### config.mk
export PLATFORM = sky130hd
export DESIGN_NAME = packet_tx
export DESIGN_NICKNAME = d
export VERILOG_FILES = /design/src/rtl/packet_tx.sv
export SDC_FILE = /design/constraint.sdc
export NUM_CORES = 1
export LEC_CHECK = 0
export ABC_AREA = 0
export CELL_PAD_IN_SITES_DETAIL_PLACEMENT = 0
export CELL_PAD_IN_SITES_GLOBAL_PLACEMENT = 2
export CORE_ASPECT_RATIO = 1.1
export CORE_MARGIN = 4
export CORE_UTILIZATION = 47
export DETAILED_ROUTE_END_ITERATION = 8
export HOLD_SLACK_MARGIN = 0.03
export PLACE_DENSITY = 0.79
export SYNTH_ARGS = -nofsm -noshare
export SYNTH_HDL_FRONTEND = slang
export SYNTH_SLANG_ARGS = --single-unit
### constraint.sdc
create_clock -name clk -period 5 [get_ports clk]
set_input_delay 1 -clock clk [delete_from_list [all_inputs] [get_ports clk]]
set_output_delay 1 -clock clk [all_outputs]
set_load 0.02 [all_outputs]
### src/rtl/packet_tx.sv
// Packet transmitter: buffers a length-framed payload, then emits header, payload words
// and an idle gap as a registered 32-bit word stream. All-zero words mark idle cycles.
module packet_tx #(
    parameter int unsigned DEPTH      = 16,
    parameter int unsigned GAP_CYCLES = 1
) (
    input  logic        clk,
    input  logic        rst,
    input  logic        req_valid,
    output logic        req_ready,
    input  logic [7:0]  req_dest,
    input  logic [7:0]  req_src,
    input  logic [15:0] req_len,
    input  logic        pay_valid,
    output logic        pay_ready,
    input  logic [31:0] pay_data,
    output logic [31:0] out_word,
    output logic        busy,
    output logic        err_drop
);

    localparam int unsigned PTR_W = $clog2(DEPTH + 1);
    localparam int unsigned IDX_W = (DEPTH > 1) ? $clog2(DEPTH) : 1;

    typedef enum logic [2:0] {
        StIdle,
        StLoad,
        StHdr,
        StData,
        StGap
    } state_t;

    state_t             r_state, w_state_nxt;
    logic [7:0]         r_dest, w_dest_nxt;
    logic [7:0]         r_src, w_src_nxt;
    logic [15:0]        r_len, w_len_nxt;
    logic [PTR_W-1:0]   r_wptr, w_wptr_nxt;
    logic [PTR_W-1:0]   r_rptr, w_rptr_nxt;
    logic [3:0]         r_gap_cnt, w_gap_cnt_nxt;
    logic [31:0]        r_out_word, w_out_word_nxt;
    logic               r_err_drop, w_err_drop_nxt;
    logic               w_buf_we;
    logic               w_req_hs;
    logic               w_pay_hs;
    logic               w_req_ok;
    logic [31:0]        r_buf [DEPTH];

    // Ready is held low while reset is asserted, not just after the reset edge.
    assign req_ready = (r_state == StIdle) && !rst;
    assign pay_ready = (r_state == StLoad) && !rst;
    assign busy      = (r_state != StIdle);
    assign out_word  = r_out_word;
    assign err_drop  = r_err_drop;

    assign w_req_hs = req_valid && req_ready;
    assign w_pay_hs = pay_valid && pay_ready;
    assign w_req_ok = (req_len != 16'd0) && (req_len <= 16'(DEPTH)) &&
                      (req_dest >= 8'd1) && (req_dest <= 8'd4);

    always_comb begin
        w_state_nxt    = r_state;
        w_dest_nxt     = r_dest;
        w_src_nxt      = r_src;
        w_len_nxt      = r_len;
        w_wptr_nxt     = r_wptr;
        w_rptr_nxt     = r_rptr;
        w_gap_cnt_nxt  = r_gap_cnt;
        w_out_word_nxt = 32'd0;
        w_err_drop_nxt = 1'b0;
        w_buf_we       = 1'b0;

        // out_word is registered from the next state so it lines up with r_state.
        unique case (r_state)
            StIdle: begin
                if (w_req_hs) begin
                    if (w_req_ok) begin
                        w_dest_nxt  = req_dest;
                        w_src_nxt   = req_src;
                        w_len_nxt   = req_len;
                        w_wptr_nxt  = '0;
                        w_rptr_nxt  = '0;
                        w_state_nxt = StLoad;
                    end else begin
                        w_err_drop_nxt = 1'b1;
                    end
                end
            end
            StLoad: begin
                if (w_pay_hs) begin
                    w_buf_we   = 1'b1;
                    w_wptr_nxt = r_wptr + PTR_W'(1);
                    if (16'(r_wptr) + 16'd1 == r_len) begin
                        w_state_nxt    = StHdr;
                        w_out_word_nxt = {r_dest, r_len, r_src};
                    end
                end
            end
            StHdr: begin
                w_out_word_nxt = r_buf[r_rptr[IDX_W-1:0]];
                w_rptr_nxt     = r_rptr + PTR_W'(1);
                w_state_nxt    = StData;
            end
            StData: begin
                if (16'(r_rptr) == r_len) begin
                    w_gap_cnt_nxt = 4'd0;
                    w_state_nxt   = StGap;
                end else begin
                    w_out_word_nxt = r_buf[r_rptr[IDX_W-1:0]];
                    w_rptr_nxt     = r_rptr + PTR_W'(1);
                end
            end
            StGap: begin
                if (r_gap_cnt == 4'(GAP_CYCLES - 1)) begin
                    w_state_nxt = StIdle;
                end else begin
                    w_gap_cnt_nxt = r_gap_cnt + 4'd1;
                end
            end
            default: begin
                w_state_nxt = StIdle;
            end
        endcase
    end

    always_ff @(posedge clk) begin
        if (rst) begin
            r_state    <= StIdle;
            r_dest     <= 8'd0;
            r_src      <= 8'd0;
            r_len      <= 16'd0;
            r_wptr     <= '0;
            r_rptr     <= '0;
            r_gap_cnt  <= 4'd0;
            r_out_word <= 32'd0;
            r_err_drop <= 1'b0;
        end else begin
            r_state    <= w_state_nxt;
            r_dest     <= w_dest_nxt;
            r_src      <= w_src_nxt;
            r_len      <= w_len_nxt;
            r_wptr     <= w_wptr_nxt;
            r_rptr     <= w_rptr_nxt;
            r_gap_cnt  <= w_gap_cnt_nxt;
            r_out_word <= w_out_word_nxt;
            r_err_drop <= w_err_drop_nxt;
        end
    end

    always_ff @(posedge clk) begin
        if (w_buf_we) begin
            r_buf[r_wptr[IDX_W-1:0]] <= pay_data;
        end
    end

endmodule

==> impl_summary.txt, run 1 <==
----------------------------------------------------
[Final layout]
  Layout cells sized above 1 ... 0.249
  Count of antenna diodes in the layout ... 0
  Final-layout fill cell count ... 3622
  Number of nets in the finished design ... ~1300
  Layout overhead on the synthesized area ... 17.5%

[Flow run]
  Max-cap violations ... 0

[Worst setup path]
  Endpoint type of the worst setup path ... primary output
  Maximum fanout along the worst path ... 30
  Critical Path RT ... 4000 ps
  Kind of critical path ... in2out
  Arrival @ worst endpoint ... 2590 ps
  Critical Path Start Type ... primary input
  Flop-to-flop setup slack ... 2070 ps

[Die]
  Number of standard-cell rows in the floorplan ... 84
  Vert. Die Dim ... 238 um
  Io pins ... approximately 100
  Initial Util ... 0.474
  Width of the chip ... about 220 um
  Total die area ... 0.0517 mm^2
  Core Footprint ... about 0.048 mm^2

[STA]
  Max-slew violations ... 0
  Worst Tran Pin Value ... 1220 ps
  RSZ-0062 raised after global routing ... no
  Setup clock skew after layout ... between 10 and 15 ps
  Worst hold slack ... 460 ps
  Final Hold Fails ... 0
  F_max ... 0.278 GHz
  Setup TNS ... 0 ps
  Final cycle utilization of the critical path ... 0.719
  Setup violations, final ... 0
  Minimum clock period ... 3590 ps
  Relative max-transition margin ... 0.190

[Logic synthesis]
  Yosys Warn Count ... 0
  Cell area after synthesis ... 0.0226 mm^2
  Most frequently used flop master after synthesis ... edfxtp_1
  Sequential element share of the synthesized area ... 0.756
  Number of synthesized register bits ... approximately 600
  Asr flop ratio synth ... 0
  Synthesized netlist cell count ... 1068
  Mean cell area of the mapped netlist ... 21.2 um^2
  Post-synth EDFFs ... 512
  Syn_nets ... around 1100
  Number of distinct library cells after synthesis ... 45

[Pwr]
  NetSw ... 2.00 mW
  Internal ... about 8 mW
  Lkg Pwr ... 8.26 nW
  Total power density per cell area ... roughly 380 mW/mm^2
  Clock network fraction of total power ... 0.436
  Share of total power in sequential cells ... 0.543
  Maximum VDD drop ... 0.286 mV
  Share of total power in combinational logic ... 0.022
  Switching power share of the total ... 0.200

[Global routing]
  Antenna violations before repair ... 2
  Global route total overflow ... 0
  Vias in the first global route ... 11300
  Maximum number of pins on one net before global-route repair ... ~70
  Wire length of the first global-routing pass ... 73500 um
  Overall global routing resource usage ... 0.189

[Drt]
  Detailed-route via count ... 10900
  Count of nets left with antenna violations after detail routing ... 0
  Initial detailed-routing violation count ... 975
  Number of detailed-routing iterations run before antenna repair ... 4
  DRC violations left ... 0
  Aggregate routed wire length ... 48300 um
  Via density ... roughly 5.7
  Detailed-route wire length per cell ... 25.3 um

[Clocking]
  Clock-pin slew on the worst setup and hold paths ... 60 ps
  Total clock buffers created by CTS ... 59
  Latest clock arrival within the worst-skew pair ... 610 ps
  Hold Buf Count CTS ... 0
  H-tree levels ... 2
  Number of cells upsized or downsized after cts ... 0
  Number of sinks handled by clock tree synthesis ... ~600
  CTS tree ... done
  Maximum buffer depth of the clock tree ... 3
  Cell at the root of the clock tree ... clkbuf_16
  Total setup buffers inserted after CTS ... 0

[Hold path]
  Min-delay worst type ... reg2reg

[Place]
  Port Buffer Count ... 103
  HPWL Detailed ... 27200 um
  Routability cong. ... between 0.7 and 0.8

[Status]
  Run status ... complete, no violations

----------------------------------------------------
[Yosys cell counts, types with 2 or more instances]
library cell,n,area (um^2)
xnor2_1,6,52.6
buf_1,3,11.3
dfxtp_1,86,1720
nand4_1,3,18.8
a22oi_1,2,15.0
a21oi_1,8,40.0
o32ai_1,3,26.3
edfxtp_1,512,15400
buf_4,11,82.6
inv_1,12,45.0
nor4_1,8,50.1
o21ai_0,5,25.0
nor2_1,46,173
nor3_1,12,60.1
mux2i_1,19,190
and2_1,17,106
nand2_1,24,90.1
mux4_2,160,3600
a22o_1,22,193
o211ai_1,5,37.5
nand3_1,9,45.0
ha_1,7,87.6
nand2b_1,3,18.8
o31ai_1,5,37.5
nor2b_1,14,87.6
xor2_1,3,26.3
a211oi_1,5,37.5
buf_2,11,55.1
clkbuf_1,27,101
a31oi_1,5,31.3
[placed cells by master (no fill, tap or decap), types with 5 or more instances in the layout]
cell type / instances
a211oi_1: 5
a21oi_1: 7
a22o_1: 22
a31oi_1: 5
and2_1: 17
buf_12: 5
buf_4: 26
clkbuf_1: 15
clkbuf_16: 60
clkbuf_8: 5
clkdlybuf4s50_1: 103
clkinv_2: 8
clkinvlp_4: 7
dfxtp_1: 82
edfxtp_1: 512
ha_1: 7
inv_1: 12
mux2i_1: 19
mux4_2: 160
nand2_1: 24
nand3_1: 9
nor2_1: 33
nor2_4: 12
nor2b_1: 14
nor3_1: 8
nor4_1: 8
o211ai_1: 5
o21ai_0: 5
o31ai_1: 5
xnor2_1: 6
[per-stage QoR]
stage               total power, mW  cell area (um^2)   util  setup slack, ps  cells
global route                   10.4             26600  0.557             1320   1907
finish                         10.0             26600  0.557             1410   1907
CTS                            10.1             26600  0.557             1390   1907
detailed placement             5.76             24600  0.517             1290   1795
floorplan                      5.62             22600      -              293   1068
global placement               5.76             24600  0.517             1320   1795
[metal layers]
metal  part of all wire  global-route usage  up-vias
li1                   -                   -     4712
met1               0.43               0.270     5808
met2               0.50               0.310      334
met3              0.059              0.0385       56
met4              0.015              0.0403        4
met5            0.00048                   0        -
[sequential cells by signal, indices dropped and copies added, names as in the netlist, named ones only]
name	flops
r_state	3
r_buf	512
err_drop	1
r_gap_cnt	4
r_wptr	5
r_len	16
r_src	8
out_word	32
r_rptr	5
r_dest	8
[layout make-up]
type / count / area, um^2 / area share
Clock buffer: 80 / 1630 / 0.0612
Clock inverter: 32 / 310 / 0.0117
Inverter: 12 / 45.0 / 0.00169
Multi-Input combinational cell: 406 / 5360 / 0.202
Sequential cell: 598 / 17100 / 0.644
Tap cell: 645 / 807 / 0.0304
Timing Repair Buffer: 134 / 1330 / 0.0499
[power groups by stage]
| stage | Clock [mW] | Combinational [mW] | Sequential [mW] |
|---|---|---|---|
| floorplan | 0 | 0.0805 | 5.54 |
| global placement | 0 | 0.213 | 5.54 |
| detailed placement | 0 | 0.220 | 5.54 |
| CTS | 4.47 | 0.220 | 5.44 |
| global route | 4.69 | 0.237 | 5.43 |
| finish | 4.36 | 0.218 | 5.44 |
[logic make-up (layout without fill, tap and decap cells)]
family / Yosys count / after routing / synth area share
AO/OA/AOI/OAI: 68 / 68 / 0.0240
XOR/XNOR: 9 / 9 / 0.00348
adder cells (fa/ha/maj): 7 / 7 / 0.00387
buffers and inverters: 64 / 258 / 0.0131
flip-flops: 598 / 598 / 0.756
multiplexers: 180 / 180 / 0.168
AND/OR/NAND/NOR: 142 / 142 / 0.0316
[critical path, cell delays in order]
cell and delay, ps:
clkdlybuf4s50_1 440, buf_4 260, nor2_1 250, clkdlybuf4s50_1 650
[path summary, 6_finish.rpt]
check / from / to / cells past startpoint
max reg2reg: r_wptr[0] / out_word[31] / 7
min: r_dest[5] / r_dest[5] / 1
min reg2reg: r_dest[5] / r_dest[5] / 1
max: rst / req_ready / 4
Note: power is estimated with default switching activity, not from simulation.
==> inputs of run 2 (changes only) <==
==> constraint.sdc (replaced) <==
create_clock -name clk -period 3.7 [get_ports clk]
set_input_delay 0.74 -clock clk [delete_from_list [all_inputs] [get_ports clk]]
set_output_delay 0.74 -clock clk [all_outputs]
set_load 0.02 [all_outputs]
==> impl_summary.txt, run 2 (synthesized netlist as in run 1, its figures left out) <==
----------------------------------------------------
[Final layout]
  Number of nets in the finished design ... 1303 (+1.3%)
  Post-layout utilization of the core ... 0.568 (+0.0104)
  Layout cells sized above 1 ... 0.264 (+0.0149)
  Layout overhead on the synthesized area ... 19.7%
  Leading cell types in the layout, fill and taps excluded ... 512 x edfxtp_1, 160 x mux4_2, 103 x clkdlybuf4s50_1, 82 x dfxtp_1, 61 x clkbuf_16
  Number of flip-flops in the largest register ... 512 (unchanged)
  Final-layout fill cell count ... 3618 (-0.11%)
  Most common cell after layout, fill and taps aside ... edfxtp_1

[STA]
  Worst Tran Pin Value ... 719 ps (-496 ps)
  Final Hold Fails ... 0 (unchanged)
  Max-slew violations ... 0 (unchanged)
  Relative max-transition margin ... 0.520 (+0.330)
  Minimum clock period ... ~3100 ps
  Final cycle utilization of the critical path ... 0.844
  Setup violations, final ... 0 (unchanged)
  RSZ-0062 raised after global routing ... no
  F_max ... ~0.32 GHz
  Setup TNS ... 0 ps (unchanged)
  Setup clock skew after layout ... 18.3 ps (+3.49 ps)

[Place]
  HPWL Detailed ... 27800 um (+2.1%)
  Routability cong. ... 0.777 (+1.5%)
  Port Buffer Count ... 103 (unchanged)

[Worst setup path]
  Endpoint type of the worst setup path ... primary output
  Flop-to-flop setup slack ... 1080 ps (-990 ps)
  Critical Path Start Type ... register
  Worst reg2reg path depth ... 5 (-2)
  Reg-to-reg endpoint ... r_buf[3][16]
  Arrival @ worst endpoint ... 2380 ps (-210 ps)
  Maximum fanout along the worst path ... 10 (-67%)
  Critical Path RT ... 2960 ps (-1040 ps)
  Worst reg2reg path startpoint ... r_state[0]
  Kind of critical path ... reg2out

[Drt]
  Detailed-route wire length per cell ... 25.2 um (-0.38%)
  Initial detailed-routing violation count ... 874 (-10%)
  Detailed-route via count ... 11000 (+0.74%)
  Aggregate routed wire length ... 48500 um (+0.56%)
  DRC violations left ... 0 (unchanged)
  Count of nets left with antenna violations after detail routing ... 0 (unchanged)
  Number of detailed-routing iterations run before antenna repair ... 7 (+3)
  Via density ... 5.71 (-0.20%)

[Global routing]
  Vias in the first global route ... 11600 (+2.1%)
  Overall global routing resource usage ... 0.192 (+0.00237)
  Wire length of the first global-routing pass ... 74300 um (+1.2%)
  Maximum number of pins on one net before global-route repair ... 56 (-18%)
  Antenna violations before repair ... 3 (+1)
  Global route total overflow ... 0 (unchanged)

[Status]
  Run status ... complete, no violations

[Clocking]
  CTS tree ... done
  Number of cells upsized or downsized after cts ... 0 (unchanged)
  Number of sinks handled by clock tree synthesis ... 598 (unchanged)
  Hold Buf Count CTS ... 0 (unchanged)
  H-tree levels ... 2 (unchanged)
  Latest clock arrival within the worst-skew pair ... 600 ps (about the same)
  Cell at the root of the clock tree ... clkbuf_16
  Clock-pin slew on the worst setup and hold paths ... 60 ps (about the same)
  Total clock buffers created by CTS ... 58 (-1.7%)
  Maximum buffer depth of the clock tree ... 3 (unchanged)
  Total setup buffers inserted after CTS ... 0 (unchanged)

[Die]
  Io pins ... 104 (unchanged)
  Core Footprint ... 0.0477 mm^2 (unchanged)
  Width of the chip ... 217 um (unchanged)
  Number of standard-cell rows in the floorplan ... 84 (unchanged)
  Vert. Die Dim ... 238 um (unchanged)
  Initial Util ... 0.474 (unchanged)
  Total die area ... 0.0517 mm^2 (unchanged)

[Pwr]
  Total power density per cell area ... 519 mW/mm^2 (+38%)
  Lkg Pwr ... 8.47 nW (+2.5%)
  Maximum VDD drop ... 0.339 mV (+19%)

[Hold path]
  Hold-critical path endpoint ... r_len[7]
  Hold_sp ... r_len[7]
  Number of cells traversed by the worst hold path ... 1 (unchanged)
  Min-delay worst type ... reg2reg

[Flow run]
  Max-cap violations ... 0 (unchanged)

----------------------------------------------------
## run 2: cell types whose count changed in the layout (fill, tap and decap cells not counted), moves of 2 or more
cell / change
clkinv_2: +3
nor3_2: -4
buf_12: +12
clkbuf_8: -2
diode_2: +2
clkinv_4: -3
bufinv_16: +8
clkbuf_1: -8
nor3_4: +4
buf_4: +6
## run 2: routing by layer
| metal | vias up | wire length [um] | GRT usage |
|---|---|---|---|
| met4 | 2 | 901 | 0.0447 |
| li1 | 4749 | - | - |
| met3 | 63 | 2830 | 0.0378 |
| met5 | - | 11 | 0 |
| met1 | 5868 | 20700 | 0.271 |
| met2 | 313 | 24100 | 0.314 |
## run 2: cell type report
type	count	area (um^2)	share of cell area
flip-flops and latches	598	17100	0.632
multi-input cells	406	5390	0.199
repair buffers	152	1610	0.0595
clock buffers	71	1590	0.0589
well taps	645	807	0.0298
clock inverters	39	526	0.0194
inverters	12	45.0	0.00166
diodes	2	5.00	0.000185
## run 2: worst max-delay path, stage by stage, from the launching register on
cell and delay, ps:
dfxtp_1 440, inv_1 280, nand2_1 160, nor2_1 230
clkdlybuf4s50_1 670
## run 2: worst max-delay path by stage
stage                           from  depth (start not counted)           end  slack, ps
final                     r_state[0]                          4     req_ready        580
after global routing      r_state[0]                          4     req_ready        420
after CTS                 r_state[0]                          4     req_ready        520
after detailed placement  req_len[0]                          7     r_wptr[3]        320
after global placement    req_len[0]                          7     r_wptr[2]        390
after floorplan                  rst                          5  r_buf[15][0]         90
## run 2: stage by stage
stage	power (mW)	setup WS (ps)	area (um^2)	std cells	hold WS, ps
after global placement	7.79	386	25000	1813	443
after floorplan	7.59	92.5	22600	1068	430
after global routing	14.5	418	27100	1924	480
after detailed placement	7.80	319	25000	1813	446
after CTS	14.2	524	27100	1923	466
final	14.1	577	27100	1925	463
## run 2: where the power goes
group / internal, mW / switching [mW] / total (mW)
registers: 7.33 / 0.0215 / 7.35
clock network: 3.92 / 2.50 / 6.41
logic: 0.125 / 0.177 / 0.301
total: 11.4 / 2.70 / 14.1
==> inputs of run 3 (changes only) <==
--- a/config.mk
+++ b/config.mk
@@ -10,10 +10,10 @@
 export CELL_PAD_IN_SITES_GLOBAL_PLACEMENT = 2
 export CORE_ASPECT_RATIO = 1.1
 export CORE_MARGIN = 4
-export CORE_UTILIZATION = 47
+export CORE_UTILIZATION = 43
 export DETAILED_ROUTE_END_ITERATION = 8
 export HOLD_SLACK_MARGIN = 0.03
-export PLACE_DENSITY = 0.79
+export PLACE_DENSITY = 0.76
 export SYNTH_ARGS = -nofsm -noshare
 export SYNTH_HDL_FRONTEND = slang
 export SYNTH_SLANG_ARGS = --single-unit
==> constraint.sdc (replaced) <==
create_clock -name clk -period 2.8 [get_ports clk]
set_input_delay 0.56 -clock clk [delete_from_list [all_inputs] [get_ports clk]]
set_output_delay 0.56 -clock clk [all_outputs]
set_load 0.02 [all_outputs]
==> impl_summary.txt, run 3 (synthesized netlist as in run 1, its figures left out) <==
----------------------------------------------------
[Global routing]
  Vias in the first global route ... 11700 (+1.3%)
  Antenna violations before repair ... 5 (+2)
  Wire length of the first global-routing pass ... 74100 um (-0.37%)
  Global route total overflow ... 0 (unchanged)
  Overall global routing resource usage ... 0.175 (-0.0168)
  Maximum number of pins on one net before global-route repair ... 38 (-32%)

[STA]
  Relative max-transition margin ... 0.165 (-0.355)
  Setup clock skew after layout ... 60.6 ps (+42.3 ps)
  Final cycle utilization of the critical path ... 0.963
  Setup TNS ... 0 ps (unchanged)
  F_max ... 0.371 GHz
  Setup violations, final ... 0 (unchanged)
  Minimum clock period ... 2700 ps
  Post-layout worst setup margin ... 102 ps (-475 ps)
  RSZ-0062 raised after global routing ... no
  Final Hold Fails ... 0 (unchanged)
  Max-slew violations ... 0 (unchanged)
  Worst Tran Pin Value ... 1250 ps (+534 ps)

[Pwr]
  NetSw ... 3.58 mW (+33%)
  Share of total power in sequential cells ... 0.543 (+0.021)
  Switching power share of the total ... 0.201 (+0.00879)
  Overall Power ... 17.9 mW (+27%)
  Total power density per cell area ... 654 mW/mm^2 (+26%)
  Share of total power in combinational logic ... 0.024 (+0.003)
  Clock network fraction of total power ... 0.433 (-0.023)
  Lkg Pwr ... 8.55 nW (+0.90%)
  Internal ... 14.3 mW (+26%)
  Maximum VDD drop ... 0.545 mV (+61%)

[Status]
  Run status ... complete, no violations

[Place]
  Port Buffer Count ... 103 (unchanged)
  Post-Place Setup Slack ... -35.2 ps (-355 ps)
  HPWL Detailed ... 29400 um (+5.6%)
  Cell Area, Placed ... 0.0254 mm^2 (+1.7%)
  Routability cong. ... 0.791 (+1.8%)

[Clocking]
  H-tree levels ... 2 (unchanged)
  Number of cells upsized or downsized after cts ... 4 (+4)
  Clock-pin slew on the worst setup and hold paths ... 60 ps (about the same)
  Maximum buffer depth of the clock tree ... 3 (unchanged)
  Hold Buf Count CTS ... 0 (unchanged)
  Number of sinks handled by clock tree synthesis ... 598 (unchanged)
  Latest clock arrival within the worst-skew pair ... 640 ps (+40 ps)
  Total setup buffers inserted after CTS ... 0 (unchanged)
  CTS tree ... done
  Total clock buffers created by CTS ... 57 (-1.7%)
  Cell at the root of the clock tree ... clkbuf_16

[Drt]
  DRC violations left ... 0 (unchanged)
  Number of detailed-routing iterations run before antenna repair ... 5 (-2)
  Initial detailed-routing violation count ... 908 (+3.9%)
  Detailed-route wire length per cell ... 24.9 um (-1.3%)
  Detailed-route via count ... 10900 (-0.93%)
  Via density ... 5.53 (-3.2%)
  Count of nets left with antenna violations after detail routing ... 0 (unchanged)
  Aggregate routed wire length ... 49000 um (+1.0%)

[Die]
  Number of standard-cell rows in the floorplan ... 87 (+3.6%)
  Io pins ... 104 (unchanged)
  Width of the chip ... 227 um (+4.4%)
  Initial Util ... 0.438 (-0.0366)
  Core Footprint ... 0.0517 mm^2 (+8.4%)
  Total die area ... 0.0564 mm^2 (+9.0%)
  Vert. Die Dim ... 249 um (+4.4%)

[Final layout]
  Layout cells sized above 1 ... 0.270 (+0.00631)
  Leading cell types in the layout, fill and taps excluded ... 512 x edfxtp_1, 160 x mux4_2, 101 x clkdlybuf4s50_1, 80 x dfxtp_1, 57 x clkbuf_16
  Finished Cell Area ... 0.0273 mm^2 (+0.80%)
  Layout overhead on the synthesized area ... 20.7%
  Number of nets in the finished design ... 1327 (+1.8%)
  Most common cell after layout, fill and taps aside ... edfxtp_1
  Number of flip-flops in the largest register ... 512 (unchanged)

[Worst setup path]
  Critical Path Start Type ... register
  Endpoint type of the worst setup path ... primary output
  Flop-to-flop setup slack ... 400 ps (-680 ps)
  Arrival @ worst endpoint ... 2140 ps (-240 ps)
  Critical Path RT ... 2240 ps (-720 ps)
  Kind of critical path ... reg2out
  Maximum fanout along the worst path ... 7 (-3)

[Hold path]
  Min-delay worst type ... reg2reg

[Flow run]
  Max-cap violations ... 0 (unchanged)

----------------------------------------------------
## run 3: final timing paths
check	startpoint	end	depth (start not counted)
worst max-delay path	r_state[2]	busy	3
worst min-delay path	r_len[13]	r_len[13]	1
worst max register to register	r_wptr[0]	out_word[27]	8
worst min register to register	r_len[13]	r_len[13]	1
## run 3: worst max-delay path, cell delays in order (launching register included)
cell	delay, ps
dfxtp_1	600
nor2_4	100
nand2_1	170
clkdlybuf4s50_1	630
## run 3: per-stage QoR
step,util,hold WS [ps],std cells
CTS,0.528,465,1967
global placement,0.491,443,1860
global route,0.528,487,1967
finish,0.528,463,1971
detailed placement,0.491,444,1860
floorplan,-,430,1068
## run 3: per-layer routing
layer | share of wire | track usage | wire [um] | vias up
li1 | - | - | - | 4797
met1 | 0.42 | 0.238 | 20700 | 5745
met2 | 0.50 | 0.292 | 24700 | 277
met3 | 0.051 | 0.0359 | 2510 | 72
met4 | 0.023 | 0.0437 | 1110 | 2
met5 | 0.00027 | 0 | 13 | -
## run 3: power groups by stage
stage	registers, mW	logic, mW	clock network, mW
2_1_floorplan	9.88	0.152	0
3_3_place_gp	9.90	0.419	0
3_5_place_dp	9.90	0.432	0
4_1_cts	9.71	0.432	7.95
5_1_grt	9.70	0.464	8.32
6_report	9.71	0.427	7.73
## run 3: area by class of cell
cell class	count	area [um^2]
tap	667	835
inverter	12	45.0
multi-input combinational	406	5400
antenna	4	10.0
sequential	598	17100
timing repair buffer	177	2000
fill	4003	24400
clock inverter	34	383
clock buffer	73	1520
